<file path="src/rtl/fp_mul_sched_pkg.sv">
// fp_mul_sched_pkg: shared widths, bias and float constants for the round-robin multiplier scheduler
package fp_mul_sched_pkg;
  localparam int DATA_WIDTH_DEF = 32;
  localparam int E_DEF = 8;
  localparam int M_DEF = 23;
  localparam int NUM_REQ_DEF = 4;
  localparam int BIAS = 2**(E_DEF-1)-1;
  localparam int TAG_W = $clog2(NUM_REQ_DEF);
  localparam logic [31:0] FP_ZERO = 32'h0000_0000;
  localparam logic [31:0] FP_ONE = 32'h3F80_0000;
  function automatic int tag_w(input int n);
    return n > 1 ? $clog2(n) : 1;
  endfunction
endpackage

</file>
<file path="src/rtl/floating_point_mul.sv">
// floating_point_mul: combinational truncating float multiply, zero operand flushes to +0
import fp_mul_sched_pkg::*;
module floating_point_mul #(
  parameter int DATA_WIDTH = DATA_WIDTH_DEF,
  parameter int E = E_DEF,
  parameter int M = M_DEF
) (
  input  logic [DATA_WIDTH-1:0] a,
  input  logic [DATA_WIDTH-1:0] b,
  output logic [DATA_WIDTH-1:0] y
);
  localparam int B = 2**(E-1)-1;
  logic [2*M+1:0] p;
  logic [E-1:0] ex;
  logic zero;
  logic unused_lo;
  assign unused_lo = ^p[M-1:0];
  always_comb begin
    p = {1'b1, a[M-1:0]} * {1'b1, b[M-1:0]};
    zero = a[E+M-1:0] == '0 || b[E+M-1:0] == '0;
    ex = a[E+M-1:M] + b[E+M-1:M] - E'(B) + E'(p[2*M+1]);
    y = zero ? '0 : DATA_WIDTH'({a[E+M] ^ b[E+M], ex, p[2*M+1] ? p[2*M:M+1] : p[2*M-1:M]});
  end
endmodule

</file>
<file path="src/rtl/rr_arbiter.sv">
// rr_arbiter: combinational round-robin pick starting at ptr, wrapping modulo NUM_REQ
import fp_mul_sched_pkg::*;
module rr_arbiter #(
  parameter int NUM_REQ = NUM_REQ_DEF,
  localparam int TW = tag_w(NUM_REQ)
) (
  input  logic [NUM_REQ-1:0] req,
  input  logic [TW-1:0]      ptr,
  output logic [NUM_REQ-1:0] grant,
  output logic [TW-1:0]      idx
);
  logic found;
  logic [TW-1:0] j;
  always_comb begin
    grant = '0;
    idx = '0;
    found = 1'b0;
    j = '0;
    for (int k = 0; k < NUM_REQ; k++) begin
      j = TW'((int'(ptr) + k) % NUM_REQ);
      if (!found && req[j]) begin
        found = 1'b1;
        grant[j] = 1'b1;
        idx = j;
      end
    end
  end
endmodule

</file>
<file path="src/rtl/fp_mul_rr_sched.sv">
// fp_mul_rr_sched: one shared float multiplier, round-robin granted, 2-cycle tagged result
// Optional FP_MUL_RR_SCHED_STATS_EN adds busy_cnt / conflict_cnt counters.
import fp_mul_sched_pkg::*;
module fp_mul_rr_sched #(
  parameter int NUM_REQ = NUM_REQ_DEF,
  parameter int DATA_WIDTH = DATA_WIDTH_DEF,
  parameter int E = E_DEF,
  parameter int M = M_DEF
) (
  input  logic                          clk,
  input  logic                          rst_n,
  input  logic [NUM_REQ-1:0]            req_valid,
  output logic [NUM_REQ-1:0]            req_ready,
  input  logic [NUM_REQ*DATA_WIDTH-1:0] req_a,
  input  logic [NUM_REQ*DATA_WIDTH-1:0] req_b,
  output logic [NUM_REQ-1:0]            rsp_valid,
  output logic [DATA_WIDTH-1:0]         rsp_data
`ifdef FP_MUL_RR_SCHED_STATS_EN
  ,
  output logic [31:0]                   busy_cnt,
  output logic [31:0]                   conflict_cnt
`endif
);
  localparam int TW = tag_w(NUM_REQ);
  logic [NUM_REQ-1:0] grant;
  logic [TW-1:0] idx, rr_ptr, tag, rsp_tag;
  logic [DATA_WIDTH-1:0] op_a, op_b, prod;
  logic s1_valid, s2_valid, any_grant;
  rr_arbiter #(.NUM_REQ(NUM_REQ)) u_arb (
    .req(req_valid), .ptr(rr_ptr), .grant(grant), .idx(idx)
  );
  floating_point_mul #(.DATA_WIDTH(DATA_WIDTH), .E(E), .M(M)) u_mul (
    .a(op_a), .b(op_b), .y(prod)
  );
  // Ready is masked in reset so nothing is accepted on the reset edge.
  assign req_ready = rst_n ? grant : '0;
  assign any_grant = |req_ready;
  assign rsp_valid = s2_valid ? NUM_REQ'(1) << rsp_tag : '0;
  always_ff @(posedge clk) begin
    if (!rst_n) begin
      rr_ptr <= '0;
      op_a <= '0;
      op_b <= '0;
      tag <= '0;
      s1_valid <= 1'b0;
      rsp_data <= '0;
      rsp_tag <= '0;
      s2_valid <= 1'b0;
    end else begin
      s1_valid <= any_grant;
      if (any_grant) begin
        op_a <= req_a[idx*DATA_WIDTH +: DATA_WIDTH];
        op_b <= req_b[idx*DATA_WIDTH +: DATA_WIDTH];
        tag <= idx;
        rr_ptr <= TW'((int'(idx) + 1) % NUM_REQ);
      end
      rsp_data <= prod;
      rsp_tag <= tag;
      s2_valid <= s1_valid;
    end
  end
`ifdef FP_MUL_RR_SCHED_STATS_EN
  always_ff @(posedge clk) begin
    if (!rst_n) begin
      busy_cnt <= '0;
      conflict_cnt <= '0;
    end else begin
      busy_cnt <= busy_cnt + 32'(any_grant);
      conflict_cnt <= conflict_cnt + 32'((req_valid & (req_valid - 1'b1)) != '0);
    end
  end
`endif
endmodule

</file>
<file path="config.mk">
export PLATFORM = sky130hd
export DESIGN_NAME = fp_mul_rr_sched
export DESIGN_NICKNAME = d
export VERILOG_FILES = /design/src/rtl/fp_mul_sched_pkg.sv /design/src/rtl/floating_point_mul.sv /design/src/rtl/rr_arbiter.sv /design/src/rtl/fp_mul_rr_sched.sv
export SDC_FILE = /design/constraint.sdc
export NUM_CORES = 2
export LEC_CHECK = 0
export ABC_AREA = 1
export CAP_MARGIN = 25
export CORE_MARGIN = 3
export CORE_UTILIZATION = 60
export CTS_BUF_LIST = sky130_fd_sc_hd__clkbuf_16
export CTS_CLUSTER_DIAMETER = 80
export DETAILED_ROUTE_END_ITERATION = 10
export PLACE_DENSITY = 0.88
export RECOVER_POWER = 25
export SETUP_SLACK_MARGIN = 0.5
export SYNTH_ARGS = -nofsm -noshare
export SYNTH_HDL_FRONTEND = slang
export SYNTH_HIERARCHICAL = 1
export SYNTH_SLANG_ARGS = --single-unit
</file>
<file path="constraint.sdc">
create_clock -name clk -period 10.8 [get_ports clk]
set_input_delay 2.16 -clock clk [delete_from_list [all_inputs] [get_ports clk]]
set_output_delay 2.16 -clock clk [all_outputs]
set_load 0.02 [all_outputs]
</file>
Word level (Yosys, flattened, before mapping)
Cells that the tools add are included.
{"block": "word_totals", "ramBits": 0, "latch_bits": 0, "inputBits": 262, "mem_bits_ro": 0, "out_inout_bits": 40, "reg_bits": 104, "mem_count": 0, "elab_cells": 77}
{"block": "classes", "shifts": 3, "n_reduce_logical": 15, "magnitude_cmp": 8, "bitwise_logic": 5, "addsub": 7, "div": 0, "multipliers": 1, "n_eq_ne": 0, "mux": 30}
{"op": "indexed part select 128 x 8 -> 32 bit", "count": 2}
{"op": "logical NOT 31 bit", "count": 2}
{"op": "multiplier 24 x 24 -> 48 bit", "count": 1}
{"op": "two-way mux 4 bit", "count": 6}
{"op": "two-way mux 23 bit", "count": 1}
{"op": "< comparator 2 x 3 -> 1 bit, second input constant", "count": 4}
{"op": "bitwise OR 4 bit", "count": 3}
{"op": "two-way mux 1 bit", "count": 11}
{"op": "adder 8 x 1 -> 8 bit", "count": 1}
{"op": "adder 8 bit", "count": 1}
{"op": "binary-select mux 1 bit (select 2 bit)", "count": 4}
{"op": "demux 1 bit (select 2 bit)", "count": 4}
{"op": "greater-or-equal comparator 2 x 1 -> 1 bit, second input constant", "count": 4}
{"op": "two-way mux 2 bit", "count": 4}
{"op": "subtractor 8 x 7 -> 8 bit, second input constant", "count": 1}
{"op": "logical AND 1 bit", "count": 7}
{"op": "adder 2 x 1 -> 2 bit, second input constant", "count": 2}
{"op": "adder 2 bit, second input constant", "count": 2}
{"op": "OR reduction 4 bit", "count": 1}
{"op": "<< shifter 1 x 2 -> 4 bit, first input constant", "count": 1}
{"op": "logical NOT 1 bit", "count": 3}
{"op": "OR reduction 2 bit", "count": 1}
{"op": "logical OR 1 bit", "count": 1}
{"op": "NOT 1 bit", "count": 1}
{"op": "XOR 1 bit", "count": 1}

Logic depth before layout (Yosys ltp)
{"block": "depth", "ltp_word": 14, "mapped_depth": 48, "ltp_nobuf": 45}

Hierarchy
Netlist, hierarchy kept.
{"module": "floating_point_mul", "cells_each": 2859, "area_per_inst_um2": 20830.0, "seq_area_each_um2": 0.0, "n_inst": 1}
{"module": "fp_mul_rr_sched", "cells_each": 1303, "area_per_inst_um2": 6886.6, "seq_area_each_um2": 2082.0, "n_inst": 1}
{"module": "rr_arbiter", "cells_each": 82, "area_per_inst_um2": 476.7, "seq_area_each_um2": 0.0, "n_inst": 1}

Worst setup path after synthesis
Ideal clock, no wire load.
{"block": "synth_path", "kind": "register to register", "startpoint": "register op_b[3]", "endpoint": "register rsp_data[29]", "stages_incl_launch_ff": 46, "setup_ns": 0.057, "setup_slack_ns": 3.208, "period_less_slack_ns": 7.592, "path_buffers": 2, "arrival_ns": 7.535, "required_time_ns": 10.743, "path_cell_list": "dfxtp_1 -> clkbuf_1 -> clkbuf_1 -> nand2_1 -> fa_1 -> inv_1 -> fa_1 -> inv_1 -> fa_1 -> inv_1 -> fa_1 -> inv_1 -> fa_1 -> inv_1 -> fa_1 -> inv_1 -> fa_1 -> inv_1 -> [... 10 more ...] -> nand2_4 -> or2_1 -> nand2_1 -> ha_1 -> fa_1 -> nand2_1 -> nand2_1 -> a21oi_1 -> inv_1 -> nand2_1 -> inv_1 -> nor2_1 -> nor2_1 -> nor2_1 -> o21ai_2 -> a21oi_1 -> nand2_1 -> inv_1"}
{"block": "synth_between", "elab_chain_cells": 3, "elab_cells_between_ends": 5, "cone_classes": "add/sub: 1; mul: 1; reduce/logical: 3"}
{"item": "start, declared", "line_no": "fp_mul_rr_sched.sv:27", "text": "logic [DATA_WIDTH-1:0] op_a, op_b, prod;"}
{"item": "start signal, assigned", "line_no": "fp_mul_rr_sched.sv:53", "text": "op_b <= req_b[idx*DATA_WIDTH +: DATA_WIDTH];"}
{"item": "parallel branches: the longest is 3 deep, another holds multiplier 24 x 24 -> 48 bit"}
{"item": "end signal, assigned", "line_no": "fp_mul_rr_sched.sv:57", "text": "rsp_data <= prod;"}
{"item": "end, declared", "line_no": "fp_mul_rr_sched.sv:17", "text": "output logic [DATA_WIDTH-1:0] rsp_data"}
Parallel ways; which one is timed is not known.
A chain may end at the register's enable or synchronous reset.

Worst setup path after layout
Ends and elaborated chain as after synthesis.

==> results_dict.tcl <==
set metrics [dict create \
    maxSlewViolCount 109 \
    end_kind "flip-flop" \
    first_iter_violations 2682 \
    grt_pass1_wl_um 132000 \
    rows 78 \
    whs_path_depth 2 \
    coreArea_um2 45900 \
    fp.dieH_um 223 \
    ios 302 \
    post_cts_buffers 0 \
    cts.clk_slew.worst_paths_ns 0.08 \
    crit_required_ns 11.10 \
    syn2layout_area_growth_pct 13.4 \
    synth_edf_count 0 \
    hp-class "reg2reg" \
    final_common_cell "nand2_1" \
    rr_worst_depth 41 \
    arrival_ns 9.22 \
    clock_path_buffers 2 \
    place_hpwl_um 65200 \
    antenna_found_initial 2 \
    slowest_delay_ns 1.05 \
    fin_crit_sh_pct 82.6 \
    die_w_um 223 \
    insertion_delay_ns 0.38 \
    grt_max_degree 75 \
    nets 5363 \
    cts_tree "done" \
    dieArea_um2 49600 \
    timing.critical_path.mode_cell "inv_1" \
    io_buffers 301 \
    postPlaceCellArea_um2 31500 \
    totalWireLength_um 81800 \
    worstPathMaxFanout 26 \
    drive_above_1_share_pct 2.97 \
    postLayoutCellArea_um2 32000 \
    start_kind "flip-flop" \
    ys_async_sr_fraction_pct 0 \
    yosys_warnings 6 \
    clkSinkCount 104 \
    outcome "complete, but fails checks" \
    final_cell_mix "1318 x nand2_1, 1286 x inv_1, 482 x fa_1" \
    cts-root-buf "clkbuf_16" \
    dr.pass1.iters 6 \
    htree_levels 3 \
    drtAntennaViolNets 0 \
    min_from "s1_valid" \
    via_per_inst 5.19 \
    synth_flop_cell "dfxtp_1" \
    crit-reg2reg-launch "op_b[3]" \
    synth_nets 5175 \
    yosysUniqueCellTypes 47 \
    postCtsHoldBufs 0 \
    synthesis.area_um2 28200 \
    drv_cap 2 \
    cpMaxStageDelayCell "dfxtp_1" \
    grt_usage_pct 33.0 \
    cts_inserted_buffers 9 \
    ys_seq_area_share_pct 7.38 \
    worstMarginPinSlew_ns 2.49 \
    grt_remaining_overflow 0 \
    fin_skew_ns 0.0171 \
    finalWorstPathRequiredPeriod_ns 8.92 \
    grt_setup_unrepaired "false" \
    worst-setup-path-type "reg2reg" \
    vias 26200 \
    netlist_instances 4244 \
    grt_pass1_vias 26800 \
    slew_headroom_pct -66.0 \
    fmax_mhz 112 \
    hold_viol 0 \
    setup_viol 0 \
    timing.setup.tns_ns 0 \
    avgSynthCellArea_um2 6.64 \
    drc 0 \
    wl_per_cell_um 16.2 \
    ys_seq_elements 104 \
    initial_core_util_pct 61.5 \
    cp-startpoint "op_b[3]" \
    failed_checks "max-capacitance violations, max-slew violations" \
    cts_resized 0 \
    routabilityCongestion 0.976 \
]
==> stage by stage <==
step           cells  hold slack (ns)  worst slack (ns)  util (%)
2_1_floorplan   4244            0.390              3.21         -
3_3_place_gp    5010            0.408              2.25      68.5
3_5_place_dp    5012            0.403              2.11      68.6
4_1_cts         5028            0.430              2.01      69.2
5_1_grt         5037            0.473              1.38      69.7
6_report        5038            0.430              1.88      69.7
==> flip-flops by register name, indices dropped and copies added (netlist names) <==
| register | cells |
|---|---|
| op_a | 32 |
| rsp_data | 32 |
| tag | 2 |
| s2_valid | 1 |
| s1_valid | 1 |
| op_b | 32 |
| rsp_tag | 2 |
| rr_ptr | 2 |
==> final cells by class <==
type	instances	area (µm²)
inverters	1296	4870
clock buffers	9	225
clock inverters	7	53.8
multi-input cells	2668	20400
flip-flops and latches	104	2080
well taps	600	751
fillers	3620	13900
diodes	1	2.50
repair buffers	353	3580
==> per-layer routing <==
| layer | vias up | part of all wire [%] | track usage, % |
|---|---|---|---|
| met4 | 2 | 5.7 | 17.2 |
| met3 | 353 | 9.0 | 6.62 |
| li1 | 12300 | - | - |
| met2 | 1403 | 49 | 56.7 |
| met5 | - | 0.016 | 0 |
| met1 | 12200 | 37 | 39.0 |
==> logic make-up after synthesis <==
logic type	share of synthesized area, %
adders and majority gates	42.5
DFF	7.38
AOI/OAI and AO/OA	2.64
xor gates and xnor gates	0.435
buffers and inverters	20.3
and+or+nand+nor	26.7
==> final timing paths <==
check,end,slack [ns]
max,rsp_data[29],1.88
max reg2reg,rsp_data[29],1.88
min reg2reg,s2_valid,0.43
min,s2_valid,0.43
==> synthesized netlist by cell type, types with 9 or more instances <==
master	n	area (µm²)
nand4_1	11	68.8
a21oi_1	64	320
inv_2	9	33.8
nor2_1	262	983
nand3_1	191	956
nand2_2	11	68.8
ha_1	187	2340
nor2_2	12	75.1
nor4_1	10	62.6
nand2_1	1318	4950
o21bai_1	11	82.6
dfxtp_1	104	2080
o21ai_0	22	110
buf_2	38	190
fa_1	482	9650
clkbuf_1	115	432
buf_6	16	180
inv_1	1286	4830
nor3_1	15	75.1
==> worst max-delay path: cells and delay by family (launching register included) <==
family	cells	cell delay [ns]
AND/OR/NAND/NOR	19	2.23
flip-flops	1	1.05
buffers and inverters	9	0.60
adder cells (fa/ha/maj)	10	4.61
AO/OA/AOI/OAI	3	0.33
Power is not shown: default switching activity piles up to over one toggle a cycle in this logic, so the estimate is an artifact.
